<file path="config.mk">
export PLATFORM = sky130hd
export DESIGN_NAME = pe_array_data_in_ctrl
export DESIGN_NICKNAME = d
export VERILOG_FILES = /design/src/rtl/pe_array_ctrl_pkg.sv /design/src/rtl/tc_counter.sv /design/src/rtl/pe_array_data_in_ctrl.sv
export SDC_FILE = /design/constraint.sdc
export NUM_CORES = 1
export LEC_CHECK = 0
export CAP_MARGIN = 15
export CORE_ASPECT_RATIO = 1.2
export CORE_UTILIZATION = 53
export CTS_CLUSTER_SIZE = 8
export DETAILED_ROUTE_END_ITERATION = 16
export GPL_TIMING_DRIVEN = 0
export HOLD_SLACK_MARGIN = 0.1
export PLACE_DENSITY = 0.81
export SLEW_MARGIN = 20
export SYNTH_ARGS = -nofsm -noshare
export SYNTH_HDL_FRONTEND = slang
export SYNTH_HIERARCHICAL = 1
export SYNTH_SLANG_ARGS = --single-unit
</file>
<file path="constraint.sdc">
create_clock -name clk -period 2.7 [get_ports clk]
set_input_delay 0.405 -clock clk [delete_from_list [all_inputs] [get_ports clk]]
set_output_delay 0.405 -clock clk [all_outputs]
set_load 0.02 [all_outputs]
</file>
<file path="src/rtl/pe_array_ctrl_pkg.sv">
// pe_array_ctrl_pkg: shared FSM state encoding and datapath select constants
package pe_array_ctrl_pkg;
    typedef enum logic [2:0] {IDLE, WLOAD, STREAM, DRAIN, DONE} state_e;
    localparam logic SEL_DUMMY = 1'b0;
    localparam logic SEL_BUFF  = 1'b1;
endpackage

</file>
<file path="src/rtl/tc_counter.sv">
// tc_counter: clearable up-counter flagging the increment that reaches term
module tc_counter #(
    parameter int W = 16
) (
    input  logic         clk,
    input  logic         rst_n,
    input  logic         clr,
    input  logic         en,
    input  logic [W-1:0] term,
    output logic         tc
);
    logic [W-1:0] q_q, q_d;
    assign tc = en && ((q_q + W'(1)) == term);
    // clear wins over increment
    always_comb q_d = clr ? '0 : q_q + W'(en);
    // count register
    always_ff @(posedge clk) begin
        if (!rst_n) q_q <= '0;
        else        q_q <= q_d;
    end
endmodule

</file>
<file path="src/rtl/pe_array_data_in_ctrl.sv">
// pe_array_data_in_ctrl: weight-load / activation-stream sequencer; PE_DATA_IN_CTRL_PERF_CNT_EN adds stall_cycles
module pe_array_data_in_ctrl import pe_array_ctrl_pkg::*; #(
    parameter int num_pe_row = 16,
    parameter int num_pe_col = 16,
    parameter int cnt_width  = 16
) (
    input  logic                  clk,
    input  logic                  rst_n,
    input  logic                  start,
    input  logic                  abort,
    input  logic [1:0]            cfg_row_shift,
    input  logic [cnt_width-1:0]  cfg_num_act_words,
    input  logic                  cfg_wload_en,
    input  logic                  cfg_use_dummy,
    input  logic                  wbuff_valid,
    output logic                  wbuff_rd_en,
    input  logic                  actbuff_valid,
    output logic                  actbuff_rd_en,
    input  logic [num_pe_row-1:0] pe_afifo_full,
    output logic                  pe_act_push,
    input  logic                  pe_array_idle,
    output logic [1:0]            compressed_act_in_sel,
    output logic                  last_row_shadow_afifo_in_sel,
    output logic                  wreg_in_sel,
    output logic                  busy,
    output logic                  done
`ifdef PE_DATA_IN_CTRL_PERF_CNT_EN
    ,
    output logic [31:0]           stall_cycles
`endif
);
    localparam int BW = $clog2(num_pe_col + 1);
    state_e state_q, state_d;
    logic [1:0] shift_q, shift_d, sel_q, sel_d;
    logic [cnt_width-1:0] words_q, words_d;
    logic wload_q, wload_d, dummy_q, dummy_d, lrs_q, lrs_d, wreg_q, wreg_d;
    logic go, beat, wtc, atc, clr;
    assign go            = (state_q == IDLE) && start;
    assign beat          = (state_q == STREAM) && actbuff_valid && !(|pe_afifo_full);
    assign wbuff_rd_en   = (state_q == WLOAD) && wbuff_valid;
    assign actbuff_rd_en = beat;
    assign pe_act_push   = beat;
    assign busy          = state_q != IDLE;
    assign done          = state_q == DONE;
    assign clr           = (state_q == IDLE) || abort;
    assign compressed_act_in_sel        = sel_q;
    assign last_row_shadow_afifo_in_sel = lrs_q;
    assign wreg_in_sel                  = wreg_q;
    tc_counter #(.W(BW)) u_beat_cnt (
        .clk(clk), .rst_n(rst_n), .clr(clr), .en(wbuff_rd_en),
        .term(BW'(num_pe_col)), .tc(wtc)
    );
    tc_counter #(.W(cnt_width)) u_word_cnt (
        .clk(clk), .rst_n(rst_n), .clr(clr), .en(beat),
        .term(words_q), .tc(atc)
    );
    // next-state logic; abort overrides every transition
    always_comb begin
        state_d = state_q;
        case (state_q)
            IDLE:    if (start) state_d = cfg_wload_en ? WLOAD : (|cfg_num_act_words) ? STREAM : DRAIN;
            WLOAD:   if (wtc) state_d = (|words_q) ? STREAM : DRAIN;
            STREAM:  if (atc) state_d = DRAIN;
            DRAIN:   if (pe_array_idle) state_d = DONE;
            DONE:    state_d = IDLE;
            default: state_d = IDLE;
        endcase
        if (abort) state_d = IDLE;
    end
    // config latch and selects computed from the state being entered
    always_comb begin
        shift_d = abort ? '0 : go ? ((cfg_row_shift == 2'd0) ? 2'd1 : cfg_row_shift) : shift_q;
        words_d = abort ? '0 : go ? cfg_num_act_words : words_q;
        wload_d = abort ? 1'b0 : go ? cfg_wload_en : wload_q;
        dummy_d = abort ? 1'b0 : go ? cfg_use_dummy : dummy_q;
        wreg_d  = ((state_d != IDLE) && wload_d && !dummy_d) ? SEL_BUFF : SEL_DUMMY;
        lrs_d   = ((state_d == STREAM || state_d == DRAIN) && !dummy_d) ? SEL_BUFF : SEL_DUMMY;
        sel_d   = (lrs_d == SEL_BUFF) ? shift_d : 2'd0;
    end
    // state, config and select registers
    always_ff @(posedge clk) begin
        if (!rst_n) begin
            state_q <= IDLE;
            shift_q <= '0;
            words_q <= '0;
            wload_q <= 1'b0;
            dummy_q <= 1'b0;
            sel_q   <= '0;
            lrs_q   <= 1'b0;
            wreg_q  <= 1'b0;
        end else begin
            state_q <= state_d;
            shift_q <= shift_d;
            words_q <= words_d;
            wload_q <= wload_d;
            dummy_q <= dummy_d;
            sel_q   <= sel_d;
            lrs_q   <= lrs_d;
            wreg_q  <= wreg_d;
        end
    end
`ifdef PE_DATA_IN_CTRL_PERF_CNT_EN
    logic [31:0] stall_q, stall_d;
    assign stall_cycles = stall_q;
    // saturating count of STREAM cycles without a beat, cleared on job start
    always_comb stall_d = go ? '0 : (state_q == STREAM && !beat && !(&stall_q)) ? stall_q + 32'd1 : stall_q;
    // stall counter register
    always_ff @(posedge clk) begin
        if (!rst_n) stall_q <= '0;
        else        stall_q <= stall_d;
    end
`endif
endmodule

</file>
Word-level counts from Yosys, hierarchy flattened
Index checks and enable logic that the tools add are counted.
{"block": "totals", "ff_bits": 48, "out_inout_bits": 9, "inputBits": 43, "elab_cells": 64}
{"block": "op_classes", "eq_ne": 8, "add_sub_neg": 4, "bitwise": 1, "muxes": 18, "n_reduce_logical": 23}
{"operator": "$reduce_or 16->1", "n": 3}
{"operator": "$add 16x1->16", "n": 1}
{"operator": "$add 16x1->16 const B", "n": 1}
{"operator": "$eq 16x16->1", "n": 1}
{"operator": "$mux 3", "n": 5}
{"operator": "$eq 3x2->1 const B", "n": 4}
{"operator": "$pmux 3 s4", "n": 1}
{"operator": "$logic_and 1x1->1", "n": 9}
{"operator": "$mux 1", "n": 8}
{"operator": "$mux 2", "n": 4}
{"operator": "$reduce_bool 3->1", "n": 2}
{"operator": "$add 5x1->5", "n": 1}
{"operator": "$add 5x1->5 const B", "n": 1}
{"operator": "$eq 5x5->1 const B", "n": 1}
{"operator": "$reduce_or 2->1", "n": 2}
{"operator": "$eq 3x1->1 const B", "n": 1}
{"operator": "$eq 3x3->1 const B", "n": 1}
{"operator": "$logic_not 3->1", "n": 1}
{"operator": "$logic_not 1->1", "n": 2}
{"operator": "$logic_not 2->1", "n": 1}
{"operator": "$logic_or 1x1->1", "n": 2}
{"operator": "$reduce_and 2->1", "n": 1}
{"operator": "$not 1->1", "n": 1}

Longest topological paths before layout
{"block": "depth", "word_depth": 12, "ltp_mapped": 11, "mapped_depth_nobuf": 10}

Cells and area by module
Netlist, hierarchy kept.
{"module": "tc_counter (u_word_cnt)", "cells_each": 162, "area_each_um2": 1272.5, "seq_area_each_um2": 320.3, "instances": 1}
{"module": "pe_array_data_in_ctrl", "cells_each": 150, "area_each_um2": 1222.4, "seq_area_each_um2": 540.5, "instances": 1}
{"module": "tc_counter (u_beat_cnt)", "cells_each": 37, "area_each_um2": 325.3, "seq_area_each_um2": 100.1, "instances": 1}

Worst setup path after synthesis
OpenSTA, ideal clock, no wires.
{"block": "synth_timing", "kind": "register to register", "start": "reg state_q[1]", "end": "reg wreg_q (netlist: wreg_in_sel)", "arrival_time_ns": 2.700, "setup_slack_ns": -0.076, "required_time_ns": 2.623, "stages_incl_launch_ff": 12, "setup_time_ns": 0.077, "path_buffers": 1, "period_less_slack_ns": 2.776, "cell_sequence": "dfxtp_1 clkbuf_1 nor4bb_1 nand2_1 nor2_1 nand3_1 a2111oi_4 o2111ai_1 nor4_2 mux2i_1 a211o_1 a41oi_2"}
{"block": "synth_between", "elab_chain_len": 11, "word_cells_on_any_way": 25, "cone_classes": "eq/ne (3); mux (11); reduce/logical (11)"}
{"item": "start: declaration", "line_no": "pe_array_data_in_ctrl.sv:33", "text": "state_e state_q, state_d;"}
{"item": "start signal: assignment", "line_no": "pe_array_data_in_ctrl.sv:92", "text": "state_q <= state_d;"}
{"item": "$eq 3x2->1", "line_no": "pe_array_data_in_ctrl.sv:39", "text": "assign beat = (state_q == STREAM) && actbuff_valid && !(|pe_afifo_full);"}
{"item": "$logic_and 1x1->1 (2 in series)", "line_no": "pe_array_data_in_ctrl.sv:39"}
{"item": "net actbuff_rd_en", "line_no": "pe_array_data_in_ctrl.sv:18", "text": "output logic actbuff_rd_en,"}
{"item": "$logic_and 1x1->1", "line_no": "tc_counter.sv:13", "text": "assign tc = en && ((q_q + W'(1)) == term);"}
{"item": "net atc", "line_no": "pe_array_data_in_ctrl.sv:37", "text": "logic go, beat, wtc, atc, clr;"}
{"item": "$mux 3", "line_no": "pe_array_data_in_ctrl.sv:63", "text": "STREAM: if (atc) state_d = DRAIN;"}
{"item": "$pmux 3 s4", "line_no": "pe_array_data_in_ctrl.sv:60", "text": "case (state_q)"}
{"item": "$mux 3", "line_no": "pe_array_data_in_ctrl.sv:68", "text": "if (abort) state_d = IDLE;"}
{"item": "$reduce_bool 3->1", "line_no": "pe_array_data_in_ctrl.sv:76", "text": "wreg_d = ((state_d != IDLE) && wload_d && !dummy_d) ? SEL_BUFF : SEL_DUMMY;"}
{"item": "$logic_and 1x1->1 (2 in series)", "line_no": "pe_array_data_in_ctrl.sv:76"}
{"item": "$mux 1", "line_no": "pe_array_data_in_ctrl.sv:76"}
{"item": "end signal: assignment", "line_no": "pe_array_data_in_ctrl.sv:99", "text": "wreg_q <= wreg_d;"}
{"item": "end: declaration", "line_no": "pe_array_data_in_ctrl.sv:36", "text": "logic wload_q, wload_d, dummy_q, dummy_d, lrs_q, lrs_d, wreg_q, wreg_d;"}
The timed path passes the listed nets, and every way through them passes these cells.
A chain may end at the register's enable or synchronous reset.

Final worst setup path
{"block": "layout_timing", "start": "in pe_afifo_full[1]", "end": "reg wreg_q (netlist: wreg_in_sel)"}
{"block": "layout_between", "elab_chain_len": 11}
{"item": "start: declaration", "line_no": "pe_array_data_in_ctrl.sv:19", "text": "input logic [num_pe_row-1:0] pe_afifo_full,"}
{"item": "$reduce_or 16->1", "line_no": "pe_array_data_in_ctrl.sv:39"}
{"item": "$logic_not 1->1", "line_no": "pe_array_data_in_ctrl.sv:39"}
{"item": "$logic_and 1x1->1", "line_no": "pe_array_data_in_ctrl.sv:39"}
{"item": "$logic_and 1x1->1", "line_no": "tc_counter.sv:13"}
{"item": "net atc", "line_no": "pe_array_data_in_ctrl.sv:37"}
{"item": "$mux 3", "line_no": "pe_array_data_in_ctrl.sv:63"}
{"item": "$pmux 3 s4", "line_no": "pe_array_data_in_ctrl.sv:60"}
{"item": "$mux 3", "line_no": "pe_array_data_in_ctrl.sv:68"}
{"item": "$reduce_bool 3->1", "line_no": "pe_array_data_in_ctrl.sv:76"}
{"item": "$logic_and 1x1->1 (2 in series)", "line_no": "pe_array_data_in_ctrl.sv:76"}
{"item": "$mux 1", "line_no": "pe_array_data_in_ctrl.sv:76"}
The timed path passes the listed nets, and every way through them passes these cells.

==> impl_metrics.py <==
metrics = {
    "sta": {
        "rsz0062_at_grt": "false",
        "min_period_ns": 2.57,
        "finalSetupViolCount": 0,
        "fin_crit_sh": 0.951,
        "tightest_slew_ns": 0.537,
        "max_slew_margin": 0.639,
        "max_freq_mhz": 389,
        "hold_viol": 0,
        "drv_slew": 0,
        "fin_skew_ns": 0.00460,
    },
    "route": {
        "first_pass_iters": 4,
        "met2_wirelength_um": 3440,
        "drtIter0Drc": 116,
        "routedLengthMet1_um": 2810,
        "via_count": 2660,
        "drc": 0,
        "ant_nets": 0,
        "routed-wl-met3_um": 264,
        "drt_wl_total_um": 6670,
        "wl_per_cell_um": 14.3,
        "routed.top_layer": "met4",
        "viasPerCell": 5.70,
    },
    "finish": {
        "stdcell_count": 467,
        "layout-drive-gt1-share": 0.118,
        "fillers": 411,
        "register_area_sq_um": 963,
        "syn2layout_area_growth_pct": 25.2,
        "layout.nets": 458,
        "multi_input_area_sq_um": 1750,
        "diodes": 0,
    },
    "placed_design": {
        "hpwl_um": 5180,
        "io_buffers": 51,
        "dpl.cell_count": 464,
        "gp_congestion": 0.942,
    },
    "global_route": {
        "grt.overflow.total": 0,
        "antenna_found_initial": 0,
        "grt_use_total": 0.260,
        "grt_pass1_wl_um": 11000,
        "grt_pass1_vias": 2510,
        "grt_max_degree": 13,
    },
    "logic_synthesis": {
        "ys_seq_area_frac": 0.341,
        "synth.avg_cell_area_sq_um": 8.08,
        "syn_area_sq_um": 2820,
        "synth_warnings": 6,
        "synthCells": 349,
        "yosys.area.top_type": "dfxtp_1",
        "ys.flop_type": "dfxtp_1",
        "ys_types": 59,
        "synth-edff-count": 0,
        "synthTopCellsByArea": "dfxtp_1 34%, nand2_1 6.3%, xor2_1 5.6%",
        "ys_async_sr_fraction": 0,
        "synth_top_area_share": 0.341,
        "ys_ff_latch": 48,
    },
    "clocking": {
        "htreeDepth": 2,
        "cts_hold_buf": 0,
        "cts_buffer_depth": 2,
        "cts_sinks": 48,
        "clk_pin_slew_ns": 0.08,
        "cts_tree": "yes",
        "numCtsBuffers": 5,
        "clk_latency_ns": 0.30,
        "cts_root_buffer": "clkbuf_8",
    },
    "power": {
        "power_leakage_nw": 1.28,
        "p_total_w": 0.00131,
        "cellPowerDensity_nw_per_um2": 371,
        "vdd.ir_drop.worst_mv": 0.295,
    },
    "critical_path": {
        "crit_slowest_cell": "clkdlybuf4s50_1",
        "reg2reg_setup_slack_ns": 0.18,
        "worstPathRequired_ns": 2.92,
        "path_cells": "clkdlybuf4s50_1 -> nor4_1 -> nand2_1 -> nor2_4 -> nand3_2 -> a2111oi_4 -> o2111ai_2 -> nor4_2 -> mux2i_1 -> a211o_1 -> a41oi_2",
        "critPathKind": "input port to register",
        "endpoint_kind": "register",
        "worstPathArrival_ns": 2.78,
        "cp_max_fo": 4,
        "crit_path_start_kind": "input port",
        "max_stage_delay_ns": 0.41,
    },
    "floorplanning": {
        "num_io_pins": 52,
        "rows": 28,
        "die_width_um": 68.6,
        "die_h_um": 81.9,
        "core_sq_um": 5010,
        "die_area_sq_um": 5620,
        "initial_utilization": 0.563,
    },
    "hold_path": {
        "min_path_type": "register to register",
    },
    "outcome": {
        "status": "finished, final reports clean",
    },
    "job": {
        "drv_cap": 0,
    },
}
## worst max-delay path: cells and delay by family
family	cells	cell delay, ns
buffers and inverters	1	0.41
AO/OA/AOI/OAI	4	0.80
multiplexers	1	0.12
AND/OR/NAND/NOR	5	1.05
## per-stage QoR
stage | hold WS [ns] | util | setup slack (ns) | setup TNS [ns] | cell area (sq um)
finish | 0.477 | 0.705 | 0.132 | 0 | 3530
global route | 0.499 | 0.705 | 0.00490 | 0 | 3530
CTS | 0.473 | 0.697 | 0.00611 | 0 | 3490
detailed placement | 0.460 | 0.683 | -0.436 | -2.20 | 3420
global placement | 0.451 | 0.683 | -0.397 | -2.01 | 3420
floorplan | 0.436 | - | 0.0601 | 0 | 2840
## final timing paths
check | from | end | depth (start not counted)
hold / removal | wload_q$_SDFF_PN0_ | wload_q$_SDFF_PN0_ | 2
setup / recovery | pe_afifo_full[1] | wreg_in_sel$_SDFF_PN0_ | 11
hold reg to reg | wload_q$_SDFF_PN0_ | wload_q$_SDFF_PN0_ | 2
setup reg to reg | u_word_cnt/q_q[0]$_SDFF_PP0_ | wreg_in_sel$_SDFF_PN0_ | 9
## sequential cells by signal, summed over array words and instances, names as in the netlist
register and flops:
u_word_cnt/q_q 16, words_q 16, u_beat_cnt/q_q 5, state_q 3
compressed_act_in_sel 2, shift_q 2, dummy_q 1, last_row_shadow_afifo_in_sel 1
wload_q 1, wreg_in_sel 1
## cell usage after synthesis (2+ instances only)
| cell type | count |
|---|---|
| a211o_1 | 2 |
| a21o_1 | 2 |
| a21oi_1 | 30 |
| a31oi_1 | 2 |
| and3_1 | 4 |
| and4_1 | 2 |
| buf_2 | 9 |
| buf_4 | 4 |
| buf_6 | 2 |
| clkbuf_1 | 9 |
| conb_1 | 2 |
| dfxtp_1 | 48 |
| ha_1 | 6 |
| inv_1 | 9 |
| mux2i_1 | 4 |
| nand2_1 | 47 |
| nand2b_1 | 5 |
| nand3_1 | 14 |
| nand3_2 | 2 |
| nand3b_1 | 4 |
| nand4_1 | 8 |
| nor2_1 | 31 |
| nor3_1 | 4 |
| nor4_1 | 14 |
| o2111ai_1 | 2 |
| o211ai_1 | 3 |
| o21a_1 | 2 |
| o21ai_0 | 12 |
| or3_1 | 6 |
| or3_2 | 2 |
| or3b_1 | 2 |
| xnor2_1 | 12 |
| xor2_1 | 18 |
## final cells by class
type,instances,area share
timing repair buffer,52,0.147
multi-input combinational,272,0.496
sequential,48,0.273
buffer,21,0.0340
inverter,9,0.00956
clock buffer,5,0.0195
tap,60,0.0213
## cells in the final DEF, fill, tap and decap left out, types with 3 or more instances in the layout
| cell type | netlist | final |
|---|---|---|
| a21oi_1 | 30 | 30 |
| and3_1 | 4 | 4 |
| buf_2 | 9 | 9 |
| buf_4 | 4 | 6 |
| clkbuf_1 | 9 | 6 |
| clkbuf_8 | 0 | 5 |
| clkdlybuf4s50_1 | 0 | 48 |
| conb_1 | 2 | 6 |
| dfxtp_1 | 48 | 46 |
| ha_1 | 6 | 5 |
| inv_1 | 9 | 9 |
| mux2i_1 | 4 | 4 |
| nand2_1 | 47 | 47 |
| nand2b_1 | 5 | 5 |
| nand3_1 | 14 | 12 |
| nand3_2 | 2 | 4 |
| nand3b_1 | 4 | 4 |
| nand4_1 | 8 | 8 |
| nor2_1 | 31 | 30 |
| nor3_1 | 4 | 4 |
| nor4_1 | 14 | 13 |
| o211ai_1 | 3 | 3 |
| o21ai_0 | 12 | 12 |
| or3_1 | 6 | 6 |
| xnor2_1 | 12 | 12 |
| xor2_1 | 18 | 18 |
## power breakdown
group,internal [W],total [W],switching (W)
logic,0.000105,0.000190,0.0000845
clock network,0.000167,0.000386,0.000218
registers,0.000721,0.000736,0.0000149
total,0.000993,0.00131,0.000318
## cells by family (layout without fill, tap and decap cells)
kind of cell,after synthesis,after routing,share of synthesized area
xor gates and xnor gates,30,30,0.0932
AOI/OAI and AO/OA,65,65,0.155
muxes,4,4,0.0142
buffers and inverters,33,87,0.0586
DFF,48,48,0.341
and+or+nand+nor,161,161,0.309
other,2,6,0.00266
adders and majority gates,6,6,0.0266
## repair_timing
item / in CTS / in global routing
resized for setup: 1 / 12
pin swaps: 1 / 9
setup buffers: 0 / 1
endpoints found under the setup margin: 5 / 6
## routing by layer
metal | GRT usage | vias to the layer above
met1 | 0.298 | 1243
met2 | 0.466 | 60
li1 | - | 1342
met3 | 0.0500 | 15
met5 | 0 | -
met4 | 0.0979 | 0
No activity file was read; power rests on OpenSTA's default activity.
